[src/rtl/data_count_pkg.sv]
// Shared types and constants for the data_count_ctrl frame sequencer.
package data_count_pkg;

    typedef enum logic [1:0] {
        IDLE = 2'd0,
        LOAD = 2'd1,
        DONE = 2'd2
    } state_t;

    localparam int unsigned CNT_W         = 4;
    localparam int unsigned FRAME_LEN_DEF = 8;
    localparam int unsigned CHK0          = FRAME_LEN_DEF - 1;
    localparam int unsigned CHK1          = FRAME_LEN_DEF;

    function automatic logic [CNT_W-1:0] to_cnt(input int unsigned v);
        return v[CNT_W-1:0];
    endfunction

endpackage

[src/rtl/frame_acc.sv]
// Frame accumulator: running sum of data words plus the last accepted word,
// with the combinational a/d paths feeding the downstream check register.
module frame_acc
    import data_count_pkg::*;
#(
    parameter int unsigned DW = 32
) (
    input  logic          clk,
    input  logic          reset_n,
    input  logic          clr,
    input  logic          add_en,
    input  logic          cap_en,
    input  logic [DW-1:0] din,
    output logic [DW-1:0] acc,
    output logic [DW-1:0] a,
    output logic [DW-1:0] d
);

    logic [DW-1:0] r_acc;
    logic [DW-1:0] r_last;
    logic [DW-1:0] w_sum;

    assign w_sum = r_acc + din;

    // Synchronous clear outranks both enables so an aborted word is never summed.
    always_ff @(posedge clk or negedge reset_n) begin
        if (!reset_n) begin
            r_acc  <= '0;
            r_last <= '0;
        end else if (clr) begin
            r_acc  <= '0;
            r_last <= '0;
        end else begin
            if (add_en) r_acc  <= w_sum;
            if (cap_en) r_last <= din;
        end
    end

    assign acc = r_acc;
    assign d   = add_en ? w_sum : r_acc;
    assign a   = cap_en ? din : r_last;

endmodule

[src/rtl/data_count_ctrl.sv]
// Frame sequencer: accepts FRAME_LEN words, drives the check register's
// count/sum/raw inputs and verifies the two trailing check words.
module data_count_ctrl
    import data_count_pkg::*;
#(
    parameter int unsigned DW        = 32,
    parameter int unsigned FRAME_LEN = FRAME_LEN_DEF
) (
    input  logic             clk,
    input  logic             reset_n,
    input  logic             start,
    input  logic             clear,
    input  logic             wr_en,
    input  logic [DW-1:0]    din,
    output logic             ready,
    output logic [CNT_W-1:0] data_count,
    output logic [CNT_W-1:0] next_data_count,
    output logic [DW-1:0]    a,
    output logic [DW-1:0]    d,
    output logic             busy,
    output logic             done,
    output logic             err
);

    localparam logic [CNT_W-1:0] L_CHK0 = to_cnt(FRAME_LEN - 1);
    localparam logic [CNT_W-1:0] L_CHK1 = to_cnt(FRAME_LEN);

    state_t           r_state;
    logic [CNT_W-1:0] r_data_count;
    logic             r_done;
    logic             r_err;

    logic             w_accept;
    logic [CNT_W-1:0] w_next;
    logic             w_data_word;
    logic             w_chk0;
    logic             w_chk1;
    logic             w_bad;
    logic             w_acc_clr;
    logic [DW-1:0]    w_acc;

    assign ready    = (r_state == LOAD);
    assign busy     = (r_state != IDLE);
    assign w_accept = wr_en & ready;

    always_comb begin
        w_next = '0;
        if (r_state == LOAD)
            w_next = r_data_count + {{(CNT_W-1){1'b0}}, w_accept};
    end

    // w_next only moves past data_count on an accept, so these imply accept.
    assign w_data_word = w_accept && (w_next < L_CHK0);
    assign w_chk0      = w_accept && (w_next == L_CHK0);
    assign w_chk1      = w_accept && (w_next == L_CHK1);
    assign w_bad       = (w_chk0 && (din != w_acc)) || (w_chk1 && (din != ~w_acc));
    assign w_acc_clr   = clear || ((r_state == IDLE) && start);

    frame_acc #(
        .DW(DW)
    ) u_frame_acc (
        .clk    (clk),
        .reset_n(reset_n),
        .clr    (w_acc_clr),
        .add_en (w_data_word),
        .cap_en (w_accept),
        .din    (din),
        .acc    (w_acc),
        .a      (a),
        .d      (d)
    );

    always_ff @(posedge clk or negedge reset_n) begin
        if (!reset_n) begin
            r_state      <= IDLE;
            r_data_count <= '0;
            r_done       <= 1'b0;
            r_err        <= 1'b0;
        end else if (clear) begin
            r_state      <= IDLE;
            r_data_count <= '0;
            r_done       <= 1'b0;
            r_err        <= 1'b0;
        end else begin
            unique case (r_state)
                IDLE: begin
                    r_done <= 1'b0;
                    if (start) begin
                        r_state      <= LOAD;
                        r_data_count <= '0;
                        r_err        <= 1'b0;
                    end
                end
                LOAD: begin
                    if (w_accept) begin
                        r_data_count <= w_next;
                        if (w_bad) r_err <= 1'b1;
                        if (w_next == L_CHK1) begin
                            r_state <= DONE;
                            r_done  <= 1'b1;
                        end
                    end
                end
                DONE: begin
                    r_state      <= IDLE;
                    r_done       <= 1'b0;
                    r_data_count <= '0;
                end
                default: begin
                    r_state      <= IDLE;
                    r_done       <= 1'b0;
                    r_data_count <= '0;
                end
            endcase
        end
    end

    assign data_count      = r_data_count;
    assign next_data_count = w_next;
    assign done            = r_done;
    assign err             = r_err;

endmodule
[config.mk]
export PLATFORM = sky130hd
export DESIGN_NAME = data_count_ctrl
export DESIGN_NICKNAME = d
export VERILOG_FILES = /design/src/rtl/data_count_pkg.sv /design/src/rtl/frame_acc.sv /design/src/rtl/data_count_ctrl.sv
export SDC_FILE = /design/constraint.sdc
export NUM_CORES = 1
export LEC_CHECK = 0
export CORE_UTILIZATION = 55
export CTS_BUF_LIST = sky130_fd_sc_hd__clkbuf_4
export DETAILED_ROUTE_END_ITERATION = 6
export DONT_BUFFER_PORTS = 1
export HOLD_SLACK_MARGIN = 0.06
export PLACE_DENSITY_LB_ADDON = 0.1
export SLEW_MARGIN = 40
export SYNTH_ARGS = -nofsm -noshare
export SYNTH_HDL_FRONTEND = slang
export SYNTH_HIERARCHICAL = 1
export SYNTH_SLANG_ARGS = --single-unit
[constraint.sdc]
create_clock -name clk -period 5.1 [get_ports clk]
set_input_delay 1.02 -clock clk [delete_from_list [all_inputs] [get_ports clk]]
set_output_delay 1.02 -clock clk [all_outputs]
set_load 0.02 [all_outputs]
==> results of run 1 <==
-- power by group --
part           total, mW  leakage, nW  switching [mW]  internal (mW)
Combinational      0.323         1.73           0.206          0.118
Clock              0.388       0.0777           0.221          0.168
Sequential         0.598        0.994          0.0112          0.586
-- cell usage in the layout (no fill, tap or decap), drive strengths merged, types with 3 or more instances in the layout --
cell type / netlist / layout
dfrtp: 72 / 72
and2: 60 / 60
mux2: 55 / 55
nand2: 52 / 52
a21oi: 44 / 44
xnor2: 36 / 36
ha: 33 / 33
nor2: 30 / 30
xor2: 19 / 19
o21ai: 18 / 18
a21o: 16 / 16
nand4: 15 / 15
inv: 13 / 13
clkbuf: 20 / 12
nand3: 11 / 11
buf: 7 / 10
nor4: 10 / 10
nor3: 8 / 8
o21bai: 7 / 7
and3: 7 / 7
nand2b: 6 / 6
a211oi: 6 / 6
nor2b: 5 / 5
mux2i: 5 / 5
a2111oi: 4 / 4
nand3b: 3 / 3
nor3b: 3 / 3
a31o: 3 / 3
-- per-stage QoR --
stage / power, mW / worst slack [ns] / utilization, % / instances
finish: 1.31 / 0.325 / 60.0 / 731
floorplan: 0.869 / 0.447 / - / 599
global placement: 0.926 / 0.512 / 58.5 / 715
detailed placement: 0.930 / 0.447 / 58.5 / 715
global route: 1.37 / 0.0801 / 60.0 / 731
CTS: 1.32 / 0.379 / 60.0 / 731
-- cell type report --
| type | count | area share (%) |
|---|---|---|
| multi-input cells | 487 | 62.0 |
| flip-flops and latches | 72 | 30.6 |
| well taps | 133 | 2.83 |
| clock buffers | 12 | 1.53 |
| repair buffers | 10 | 1.28 |
| clock inverters | 4 | 0.935 |
| inverters | 13 | 0.829 |
-- Yosys cell counts, types with 5 or more instances --
master    count  area share [%]
nand2b_1      6            0.67
clkbuf_1     20             1.3
and2_1       59             6.6
xor2_1       19             3.0
o21ai_0      14             1.2
mux2_2       53              11
mux2i_1       5            0.89
nand4_1      15             1.7
nor3_1        7            0.62
ha_1         33             7.4
nor4_1        9             1.0
inv_1        12            0.80
nand3_1      11            0.98
nor2b_1       5            0.56
a21oi_1      43             3.8
a21o_1       16             2.1
nor2_1       29             1.9
dfrtp_1      72              32
xnor2_1      36             5.6
nand2_1      52             3.5
o21bai_1      7            0.94
-- critical path, stage by stage, from the launching register on --
cell,delay [ns]
dfrtp_1,0.43
nand2b_1,0.23
inv_2,0.18
nand2_1,0.12
inv_1,0.10
ha_1,0.17
ha_1,0.21
xor2_1,0.27
nand3_1,0.13
nor3b_2,0.18
inv_1,0.42
nor2_1,0.15
a22oi_1,0.22
o311ai_0,0.24
buf_4,0.22
-- logic make-up after synthesis --
logic type	count (synthesis)	synth area share, %
buf+inv	40	3.03
compound gates	120	15.2
mux	60	12.1
xor+xnor	55	8.58
fa+ha+maj	34	7.71
flops	72	32.1
simple gates	218	21.3
-- metal layers --
layer  track usage (%)  routed length (um)  vias up
met1              35.9                6200     2099
met4              8.45                 239        0
met2              43.7                6340      152
li1                  -                   -     2128
met5                 0                   0        -
met3              9.22                1090       19
-- flip-flops by register name, indices dropped and copies added, names as in the netlist --
register            cells
u_frame_acc/acc        32
u_frame_acc/r_last     32
done                    1
err                     1
r_state                 2
data_count              4
-- path summary, 6_finish.rpt --
path                             from  slack (ns)                  end
max in group asynchronous     reset_n        4.69  u_frame_acc/acc[26]
hold reg to reg            r_state[1]        0.51           r_state[0]
setup reg to reg           r_state[1]        1.78  u_frame_acc/acc[28]
hold / removal                reset_n        0.22        data_count[3]
min in group clk           r_state[1]        0.51           r_state[0]
setup / recovery           r_state[1]        0.32                d[25]
==> reports/results.tsv, run 1 <==
stage	metric	value	unit
cts	htreeDepth	3	
yosys	syn_nets	670	
timing	skew	0.0211	ns
cts	postCtsSetupRepairBufs	0	
timing	slew_headroom	52.2	%
cts	cts_made_buffers	9	
timing	hold_viol_final	0	
timing	slew_viol_final	0	
place	routabilityCongestion	0.935	
critical_path	worstSetupPathType	register to output port	
critical_path	end_kind	output port	
critical_path	crit_arrival	3.76	ns
finish	final_nets	664	
route	routed_wl	13900	um
timing	fin_crit_sh	93.6	%
yosys	synth-seq-area-share	32.1	%
die	core	9820	um2
timing	rsz0062_at_grt	no	
timing	period_needed	4.78	ns
route	drt_pass1_iterations	5	
die	initial_core_util	57.2	%
yosys	ys_async_sr_fraction	100	%
route	drtAntennaViolNets	0	
cts	path_clk_slew	0.14	ns
hold_path	min_path_type	input port to async pin	
grt	grt_max_degree	73	
die	fp-row-count	36	
route	viasPerCell	6.02	
grt	grt_first_pass_wirelength	21600	um
yosys	synth_cells	599	
pwr	peakVddDrop	262	uV
place	place_hpwl	10700	um
die	die_h	103	um
cts	root_buffer	clkbuf_4	
route	post_drt_wl_per_cell	19.0	um
die	io_pins	113	
pwr	p_per_area	222	nW/um2
place	port_buffers	0	
outcome	status	completed	
timing	fmax	0.209	GHz
finish	multi_input_area	3650	um2
yosys	syn_avg_cell_area	9.38	um2
route	drtIter0Drc	189	
die	dieArea	10600	um2
yosys	synthFlopType	dfrtp_1	
yosys	synth_area	5620	um2
grt	overflow	0	
timing	hold_slack	0.216	ns
cts	cts_sinks	72	
yosys	ys_warn_count	6	
cts	cts_buffer_depth	2	
timing	finalSetupTns	0	ns
critical_path	rr_worst_depth	14	
critical_path	startpoint_type	register	
die	die_x	103	um
timing	tightest_slew	0.716	ns
job	drv_cap	0	
finish	fillCellCount	911	
grt	antenna_found_initial	0	
place	place_area	5740	um2
route	dr_total_vias	4398	
critical_path	crit_fanout	12	
grt	grt_use_total	27.6	%
finish	diodes	0	
finish	drive_above_1_share	17.7	%
cts	ctsHoldBuffers	0	
critical_path	cp.required	4.08	ns
yosys	synth.distinct_cells	69	
route	route.detailed.drc	0	
timing	setup_viol	0	
yosys	synth-edff-count	0	
finish	regArea	1800	um2
pwr	p_leak	2.80	nW
grt	grt_pass1_vias	4282	
yosys	ys_seq_elements	72	
cts	post_cts_resize_count	0	
cts	cts_tree	built	
cts	clkLatencyLatePin	0.47	ns
finish	area_growth	4.81	%
finish	stdcell_area	5890	um2
(Power assumes the default switching activity.)
==> run 2, diff against run 1 <==
CTS_BUF_LIST = sky130_fd_sc_hd__clkbuf_16   (was sky130_fd_sc_hd__clkbuf_4)
SLEW_MARGIN = 10   (was 40)
==> reports/results.tsv, run 2 (same netlist as run 1, synthesis figures left out) <==
stage	metric	value	unit
critical_path	crit_arrival	3.62	ns
finish	diodes	0	
critical_path	crit_fanout	4	
timing	timing.final.ws_setup	0.455	ns
critical_path	rr_worst_depth	14	
grt	grt_first_pass_wirelength	21700	um
grt	grt_use_met2	43.9	%
die	core	9820	um2
critical_path	r2r-start	r_state[1]	
route	drtIter0Drc	196	
critical_path	end_kind	output port	
route	dr_total_vias	4364	
grt	use_met3	8.95	%
grt	grt_use_total	27.8	%
route	route.detailed.drc	0	
critical_path	crit_path_end	d[28]	
finish	final_nets	664	
pwr	p_leak	2.87	nW
cts	clkLatencyLatePin	0.35	ns
die	die_h	103	um
critical_path	cp.required	4.08	ns
job	drv_cap	0	
route	post_drt_wl_per_cell	19.1	um
timing	slew_viol_final	0	
cts	post_cts_resize_count	0	
cts	cts_buffer_depth	2	
cts	cts_sinks	72	
finish	final_common_cell	dfrtp_1	
die	dieArea	10600	um2
route	drt_pass1_iterations	5	
critical_path	r2r-end	u_frame_acc/acc[28]	
pwr	p_per_area	257	nW/um2
route	viasPerCell	5.97	
outcome	status	completed	
route	drtAntennaViolNets	0	
timing	hold_viol_final	0	
grt	antenna_found_initial	0	
timing	skew	0.00844	ns
route	routed_wl	14000	um
die	initial_core_util	57.2	%
die	io_pins	113	
die	fp-row-count	36	
timing	period_needed	4.64	ns
timing	rsz0062_at_grt	no	
finish	area_growth	7.42	%
timing	hold_slack	0.359	ns
grt	overflow	0	
pwr	p_total	1.55	mW
place	routabilityCongestion	0.935	
grt	grt_pass1_vias	4318	
critical_path	worstSetupPathType	input port to output port	
critical_path	critPathLaunch	din[0]	
timing	fmax	0.215	GHz
grt	grt_max_degree	73	
timing	tightest_slew	0.717	ns
place	port_buffers	0	
timing	setup_viol	0	
timing	slew_headroom	52.1	%
die	die_x	103	um
cts	postCtsSetupRepairBufs	0	
timing	fin_crit_sh	91.1	%
cts	htreeDepth	3	
pwr	peakVddDrop	262	uV
cts	cts_made_buffers	9	
cts	cts_tree	built	
timing	finalSetupTns	0	ns
grt	grt-busiest-layer	met2	
critical_path	startpoint_type	input port	
finish	fillCellCount	880	
cts	ctsHoldBuffers	0	
place	place_hpwl	10700	um
place	place_ws	0.447	ns
hold_path	min_path_type	input port to async pin	
grt	use_met1	36.3	%
critical_path	r2r_slack	1.82	ns
cts	root_buffer	clkbuf_16	
finish	layout_common_cells	dfrtp_1 (72), and2_1 (59), mux2_2 (53)	
cts	path_clk_slew	0.06	ns
finish	drive_above_1_share	17.2	%
-- run 2: cell count changes in the layout (fill, tap and decap cells not counted) --
cell and delta:
clkbuf_16 +9, inv_1 +3, clkbuf_4 -12
-- run 2: stage by stage --
| step | instance area [um2] | cells | utilization [%] |
|---|---|---|---|
| final | 6030 | 731 | 61.4 |
| after detailed placement | 5740 | 715 | 58.5 |
| after global routing | 6030 | 731 | 61.4 |
| after global placement | 5740 | 715 | 58.5 |
| after CTS | 6030 | 731 | 61.4 |
| after floorplan | 5620 | 599 | - |
-- run 2: report_power, final --
group          internal, mW  total (mW)  leakage, nW  switching (mW)
Combinational         0.118       0.323         1.73           0.206
Clock                 0.375       0.629        0.149           0.254
Sequential            0.587       0.598        0.994          0.0113
Total                  1.08        1.55         2.87           0.471
-- run 2: worst min path at each step --
stage	startpoint	to	slack, ns	depth (start not counted)
4_1_cts	reset_n	u_frame_acc/acc[28]	0.35	0
2_1_floorplan	r_state[1]	r_state[0]	0.47	1
3_3_place_gp	r_state[1]	r_state[0]	0.49	1
5_1_grt	reset_n	data_count[2]	0.34	0
6_report	reset_n	data_count[3]	0.36	0
3_5_place_dp	r_state[1]	r_state[0]	0.49	1
-- run 2: final cells by class --
type | count | area [um2] | share of cell area (%)
tap | 133 | 166 | 2.76
clock buffer | 9 | 225 | 3.73
multi-input combinational | 487 | 3650 | 60.5
inverter | 13 | 48.8 | 0.809
sequential | 72 | 1800 | 29.9
timing repair buffer | 10 | 75.1 | 1.24
clock inverter | 7 | 66.3 | 1.10
-- run 2: per-layer routing --
metal,vias to the layer above,share of wire (%),routed length (um)
li1,2133,-,-
met1,2084,46,6410
met2,128,46,6360
met3,19,7.1,988
met4,0,1.5,211
met5,-,0,0
-- run 2: worst max-delay path, stage by stage --
cell and delay (ns):
ha_1 0.21, fa_1 0.41, a21oi_1 0.22, o21ai_2 0.15
a2111oi_4 0.40, a2111oi_2 0.11, a211oi_2 0.34, nor3_2 0.10
o311ai_0 0.43, buf_4 0.22
==> run 3, diff against run 2 <==
CTS_CLUSTER_SIZE = 20   (was not set)
==> results of run 3 <==
No change in the layout: final DEF, timing and power equal those of run 2.
